## config.mk

```make
export PLATFORM = sky130hd
export DESIGN_NAME = tx_frame_sched
export DESIGN_NICKNAME = d
export VERILOG_FILES = /design/src/rtl/tx_pkg.sv /design/src/rtl/tx_lat_pipe.sv /design/src/rtl/tx_frame_sched.sv
export SDC_FILE = /design/constraint.sdc
export NUM_CORES = 1
export LEC_CHECK = 0
export ABC_AREA = 1
export CORE_MARGIN = 1.5
export CORE_UTILIZATION = 59
export DETAILED_ROUTE_END_ITERATION = 8
export GPL_ROUTABILITY_DRIVEN = 1
export GPL_TIMING_DRIVEN = 0
export PLACE_DENSITY = 0.8
export SYNTH_ARGS = -nofsm -noshare
export SYNTH_HDL_FRONTEND = slang
export SYNTH_SLANG_ARGS = --single-unit
```

## constraint.sdc

```tcl
create_clock -name clk_i -period 3.6 [get_ports clk_i]
set_clock_uncertainty 0.1 [all_clocks]
set_input_delay 0.72 -clock clk_i [delete_from_list [all_inputs] [get_ports clk_i]]
set_output_delay 0.72 -clock clk_i [all_outputs]
set_load 0.05 [all_outputs]
```

## src/rtl/tx_pkg.sv

```systemverilog
// Shared encodings and default timing constants for the OFDM frame scheduler.
// The legality helper is shared so the top and any future checker agree on it.
package tx_pkg;

   typedef enum logic [1:0] {
      ST_IDLE = 2'd0,
      ST_RUN  = 2'd1,
      ST_BOF  = 2'd2
   } state_e;

   localparam logic [1:0] SEL_ZERO = 2'd0;
   localparam logic [1:0] SEL_HDR  = 2'd1;
   localparam logic [1:0] SEL_DATA = 2'd2;

   localparam int PHASES  = 64;
   localparam int FFTLAT  = 22;
   localparam int HDR_CYC = 320 / PHASES;
   localparam int GRP_SYM = 4;
   localparam int GRP_CYC = 5;
   localparam int MAXSYM  = 48;
   localparam int BOFF    = 4;

   // A frame must hold at least one whole symbol group and fit the frame budget.
   function automatic logic nsym_legal(input logic [5:0] n, input logic [5:0] maxsym);
      return (n != 6'd0) && ((n % 6'(GRP_SYM)) == 6'd0) && (n <= maxsym);
   endfunction

endpackage

```

## src/rtl/tx_lat_pipe.sv

```systemverilog
// Fixed-depth 1-bit delay line modelling the FFT valid latency.
module tx_lat_pipe #(
   parameter int DEPTH = 22
) (
   input  logic clk_i,
   input  logic rst_ni,
   input  logic din,
   output logic dout
);

   logic [DEPTH-1:0] stages;

   // Shift register; reset clears every stage so no stale valids survive.
   always_ff @(posedge clk_i) begin
      if (!rst_ni) begin
         stages <= {DEPTH{1'b0}};
      end else begin
         stages <= {stages[DEPTH-2:0], din};
      end
   end

   assign dout = stages[DEPTH-1];

endmodule

```

## src/rtl/tx_frame_sched.sv

```systemverilog
// Frame scheduler: sequences data launches, STF header and CP-gearbox phase
// so header and data leave back-to-back, tracking FFT latency explicitly.
module tx_frame_sched #(
   parameter int PHASES  = tx_pkg::PHASES,
   parameter int FFTLAT  = tx_pkg::FFTLAT,
   parameter int HDR_CYC = 320 / PHASES,
   parameter int MAXSYM  = tx_pkg::MAXSYM,
   parameter int BOFF    = tx_pkg::BOFF
) (
   input  logic       clk_i,
   input  logic       rst_ni,
   input  logic       start_i,
   input  logic [5:0] nsym_i,
   output logic       start_ack_o,
   output logic       busy_o,
   output logic       src_en_o,
   output logic       hdr_en_o,
   input  logic       fft_valid_i,
   output logic       buf_wr_o,
   output logic [1:0] out_sel_o,
   output logic [2:0] cp_phase_o,
   output logic       out_valid_o,
   output logic       done_o,
   output logic       err_o
);

   import tx_pkg::*;

   localparam logic [7:0] HDR_LO   = 8'(FFTLAT - HDR_CYC + 1);
   localparam logic [7:0] HDR_HI   = 8'(FFTLAT);
   localparam logic [7:0] DAT_LO   = 8'(FFTLAT + 1);
   localparam logic [3:0] BOFF_V   = 4'(BOFF);
   localparam logic [5:0] MAXSYM_V = 6'(MAXSYM);
   localparam logic [2:0] PH_LAST  = 3'(GRP_CYC - 1);

   state_e     state_r, state_n;
   logic [7:0] t_r, t_n;
   logic [7:0] lim_r, lim_n;
   logic [7:0] send_r, send_n;
   logic [3:0] bof_r, bof_n;
   logic [2:0] ph_r, ph_n;
   logic [2:0] cp_n;
   logic [1:0] sel_n;
   logic       err_n, ack_n, src_n, hdr_n, dat_n, done_n, busy_n;
   logic       exp_v;

   tx_lat_pipe #(.DEPTH(FFTLAT)) u_lat_pipe (
      .clk_i  (clk_i),
      .rst_ni (rst_ni),
      .din    (src_en_o),
      .dout   (exp_v)
   );

   assign buf_wr_o = exp_v & fft_valid_i;

   // Next-state logic: frame counter, group phase, backoff and error tracking.
   always_comb begin
      state_n = state_r;
      t_n     = t_r;
      lim_n   = lim_r;
      send_n  = send_r;
      bof_n   = bof_r;
      ph_n    = ph_r;
      err_n   = err_o;
      ack_n   = 1'b0;
      case (state_r)
         ST_IDLE: begin
            t_n   = 8'd0;
            ph_n  = 3'd0;
            bof_n = 4'd0;
            if (start_i) begin
               ack_n = 1'b1;
               if (nsym_legal(nsym_i, MAXSYM_V)) begin
                  state_n = ST_RUN;
                  t_n     = 8'd1;
                  send_n  = 8'(nsym_i / 6'(GRP_SYM)) * 8'(GRP_CYC);
                  lim_n   = 8'(FFTLAT) + 8'(nsym_i / 6'(GRP_SYM)) * 8'(GRP_CYC);
               end else begin
                  err_n = 1'b1;
               end
            end else begin
               ack_n = 1'b0;
            end
         end
         ST_RUN: begin
            if (exp_v != fft_valid_i) begin
               err_n = 1'b1;
            end else begin
               err_n = err_o;
            end
            if (t_r == lim_r) begin
               state_n = ST_BOF;
               bof_n   = 4'd1;
            end else begin
               t_n  = t_r + 8'd1;
               ph_n = (ph_r == PH_LAST) ? 3'd0 : ph_r + 3'd1;
            end
         end
         ST_BOF: begin
            if (bof_r == BOFF_V) begin
               state_n = ST_IDLE;
               t_n     = 8'd0;
               bof_n   = 4'd0;
            end else begin
               bof_n = bof_r + 4'd1;
            end
         end
         default: begin
            state_n = ST_IDLE;
            t_n     = 8'd0;
            bof_n   = 4'd0;
         end
      endcase
   end

   // Output decode from the next-cycle counters so every output is a flop.
   always_comb begin
      src_n  = (state_n == ST_RUN) && (t_n <= send_n) && (ph_n != PH_LAST);
      hdr_n  = (state_n == ST_RUN) && (t_n >= HDR_LO) && (t_n <= HDR_HI);
      dat_n  = (state_n == ST_RUN) && (t_n >= DAT_LO);
      done_n = (state_n == ST_BOF) && (bof_n == BOFF_V);
      busy_n = (state_n != ST_IDLE);
      cp_n   = 3'd0;
      sel_n  = SEL_ZERO;
      if (dat_n) begin
         sel_n = SEL_DATA;
         if (t_n == DAT_LO) begin
            cp_n = 3'd0;
         end else begin
            cp_n = (cp_phase_o == PH_LAST) ? 3'd0 : cp_phase_o + 3'd1;
         end
      end else if (hdr_n) begin
         sel_n = SEL_HDR;
      end else begin
         sel_n = SEL_ZERO;
      end
   end

   // State and output registers with synchronous active-low reset.
   always_ff @(posedge clk_i) begin
      if (!rst_ni) begin
         state_r     <= ST_IDLE;
         t_r         <= 8'd0;
         lim_r       <= 8'd0;
         send_r      <= 8'd0;
         bof_r       <= 4'd0;
         ph_r        <= 3'd0;
         start_ack_o <= 1'b0;
         busy_o      <= 1'b0;
         src_en_o    <= 1'b0;
         hdr_en_o    <= 1'b0;
         out_sel_o   <= SEL_ZERO;
         cp_phase_o  <= 3'd0;
         out_valid_o <= 1'b0;
         done_o      <= 1'b0;
         err_o       <= 1'b0;
      end else begin
         state_r     <= state_n;
         t_r         <= t_n;
         lim_r       <= lim_n;
         send_r      <= send_n;
         bof_r       <= bof_n;
         ph_r        <= ph_n;
         start_ack_o <= ack_n;
         busy_o      <= busy_n;
         src_en_o    <= src_n;
         hdr_en_o    <= hdr_n;
         out_sel_o   <= sel_n;
         cp_phase_o  <= cp_n;
         out_valid_o <= hdr_n | dat_n;
         done_o      <= done_n;
         err_o       <= err_n;
      end
   end

endmodule
```

==> results.toml, run 1 <==
[run_status]
status = "finished clean"

[synth]
synth.top_cells.by_area = "dfxtp_1 40%, nand2_1 13%, ha_1 9.3%, inv_1 8.7%, nor2_1 4.7%"
synth_top_family_by_area = "simple AND/OR/NAND/NOR gates"
yosysWarnings = 0
muxShareOfSynthArea = 0.002972
synthSimpleGateAreaFrac = 0.2753
syn-num-nets = 503
synth_compound_area_frac = 0.08692
synthAdderAreaFrac = 0.09881
synth-edff-count = 0
synth_top_cell_area_share = 0.3982
yosys.cell_types.count = 37
ys_seq_area_frac = 0.3982
synth_xor_area_frac = 0.02600
syn_area_per_cell_um2 = 7.212
yosys.area.top_type = "dfxtp_1"
synth_area_um2 = 3368
synth_flop_cell = "dfxtp_1"
synth-seq-cells = 67
async_flop_share = 0
postSynthCellCount = 467

[sta]
hold_viol = 0
drv_slew = 0
fmax_mhz = 297.3
fin_crit_sh = 0.9344
holdWs_ps = 319.0
slew_headroom = 0.6600
min_period_ps = 3364
rsz0062_at_grt = "no"
setup_violations = 0
worst_pin_slew_ps = 510.0

[layout]
area.growth.synth_to_final_pct = 15.34
final_common_cell = "nand2_1"
layout_common_cells = "114 x nand2_1, 78 x inv_1, 67 x dfxtp_1"
final_nets = 536
fin_cells = 577
diodes = 0
n_fill_cell = 463
post_route_cells_drive_above_1_share = 0.09307
multiInputGateArea_um2 = 1650
area.sequential_um2 = 1341

[clock_tree]
cts-buffers-inserted = 9
h-tree-depth = 3
cts_tree = "built"
cts_num_sinks = 67
post_cts_buffers = 0
insertion_delay_ps = 350
cts_buffer_depth = 2
clk_pin_slew_ps = 80
root_buffer = "clkbuf_8"

[worst_setup_path]
worst-path-buf-inv = 3
cpMostUsedCell = "ha_1"
cp.arrival_ps = 3540
cp-end-kind = "register"
cp.required_ps = 3780
critPathKind = "in -> reg"
crit_slowest_cell = "clkdlybuf4s50_1"
crit_path_max_incr_delay_ps = 510
worstSetupStartpointType = "primary input"
path_cells = "clkdlybuf4s50_1, ha_1, ha_1, inv_1, fa_1, xnor2_1, nand2_1, nand2_1, inv_1, ha_1, nand3_1, nor3_1, a31oi_1, nor3_1"
worstPathMaxFanout = 5
crit_family = "adder cells"

[placement]
gp_congestion = 0.9190
dp_hpwl_um = 5504
io_buffers = 22
placedCellCount = 561

[pwr]
switchingPower_mw = 0.4801
p_sw_frac = 0.2908
intPower_mw = 1.171
pwr_density_cell_nw_per_um2 = 424.9
share_comb_of_total_power = 0.141
pwr-share-seq = 0.463
clockPowerShare = 0.396
vdd_ir_drop_max_mv = 0.4066
total_leakage_power_nw = 1.873

[global_routing]
busiest_layer = "met2"
met3_usage = 0.05465
grt_pass1_vias = 2796
overflow = 0
grt_max_degree = 15
grt_use_met2 = 0.4276
grtUsageMet1 = 0.3554
grt_usage = 0.2700
grt_pass1_wl_um = 12880
antenna_found_initial = 0

[detailed_routing]
drc = 0
first_iter_violations = 216
vias = 2948
wl_per_cell_um = 12.79
drt-vias-per-instance = 5.109
route.antenna.remaining_nets = 0
dr.pass1.iters = 5
routed_wl_um = 7379

[floorplan]
fp.dieW_um = 78.56
start_util = 0.6117
rows = 27
die_h_um = 78.56
die-area_um2 = 6171
ios = 23
placeableCoreArea_um2 = 5507

[job]
maxCapViolations = 0

[worst_hold_path]
hp-class = "reg -> reg"
cells in the mapped netlist, types with 3 or more instances:
| cell | count |
|---|---|
| ha_1 | 25 |
| nand2_2 | 5 |
| dfxtp_1 | 67 |
| clkbuf_1 | 7 |
| nand3_2 | 3 |
| nor2_2 | 4 |
| inv_2 | 9 |
| nand4_1 | 4 |
| xnor2_1 | 5 |
| nor2_1 | 42 |
| inv_1 | 78 |
| o21ai_0 | 16 |
| o22ai_1 | 5 |
| nand3_1 | 26 |
| xor2_1 | 5 |
| nand2_1 | 114 |
| nor3_1 | 8 |
| a21oi_1 | 21 |
cells by family (layout without fill, tap and decap cells):
group           count (synthesis)  after routing
fa+ha+maj                      26             26
flops                          67             67
mux                             1              1
simple gates                  213            213
compound gates                 52             52
buf+inv                        98            136
xor+xnor                       10             10
layer usage:
layer  vias to the layer above  share of wire
met2                        67           0.46
met4                         0          0.026
li1                       1515              -
met1                      1350           0.46
met3                        16          0.051
met5                         -              0
flip-flops by register name, indices dropped and copies added (netlist names), 2 cells and up:
| name | flops |
|---|---|
| cp_phase_o | 3 |
| out_sel_o | 2 |
| ph_r | 3 |
| state_r | 2 |
| send_r | 8 |
| lim_r | 8 |
| u_lat_pipe.stages | 22 |
| t_r | 8 |
| bof_r | 4 |
layout make-up:
| cell class | instances | share of cell area |
|---|---|---|
| Sequential cell | 67 | 0.3453 |
| Timing Repair Buffer | 22 | 0.05668 |
| Clock inverter | 7 | 0.02093 |
| Clock buffer | 9 | 0.03188 |
| Buffer | 10 | 0.01224 |
| Tap cell | 72 | 0.02319 |
| Inverter | 88 | 0.08502 |
| Multi-Input combinational cell | 302 | 0.4248 |
through the flow:
| step | area (um2) | TNS [ps] | power (mW) | utilization | worst slack (ps) |
|---|---|---|---|---|---|
| 2_1_floorplan | 3368 | 0 | 0.9487 | - | 771.9 |
| 3_3_place_gp | 3679 | -89.39 | 1.004 | 0.6680 | -89.39 |
| 3_5_place_dp | 3679 | -149.9 | 1.013 | 0.6680 | -149.9 |
| 4_1_cts | 3884 | 0 | 1.654 | 0.7053 | 232.7 |
| 5_1_grt | 3885 | 0 | 1.719 | 0.7055 | 66.45 |
| 6_report | 3885 | 0 | 1.651 | 0.7055 | 236.1 |
path summary, 6_finish.rpt:
kind	start	to	slack (ps)	depth (start not counted)
max reg2reg	t_r[3]	src_en_o	730	16
max	nsym_i[5]	src_en_o	240	14
min	u_lat_pipe.stages[18]	u_lat_pipe.stages[19]	320	2
min reg2reg	u_lat_pipe.stages[18]	u_lat_pipe.stages[19]	320	2
worst min-delay path, cell delays in order (launching register included):
cell     delay [ps]
dfxtp_1         310
nand2_1          40
inv_1            40
power by group through the flow:
stage,Clock [mW],Combinational [mW],Sequential [mW]
3_5_place_dp,0,0.232,0.781
3_3_place_gp,0,0.224,0.781
5_1_grt,0.690,0.263,0.766
6_report,0.653,0.233,0.764
4_1_cts,0.657,0.233,0.764
2_1_floorplan,0,0.154,0.794
what timing repair did:
action                                  in CTS  in global routing
gates resized for setup                      0                  2
hold buffers                                 0                  0
endpoints found under the setup margin       0                  1
(Power assumes the default switching activity.)
==> run 2, diff against run 1 <==
CTS_CLUSTER_SIZE = 28   (was unset)
==> results of run 2 <==
Same layout as run 1: the final DEF is identical, and so are final timing and power.
==> run 3, diff against run 2 <==
CTS_CLUSTER_DIAMETER = 100   (was unset)
==> results of run 3 <==
Same layout as run 1: the final DEF is identical, and so are final timing and power.
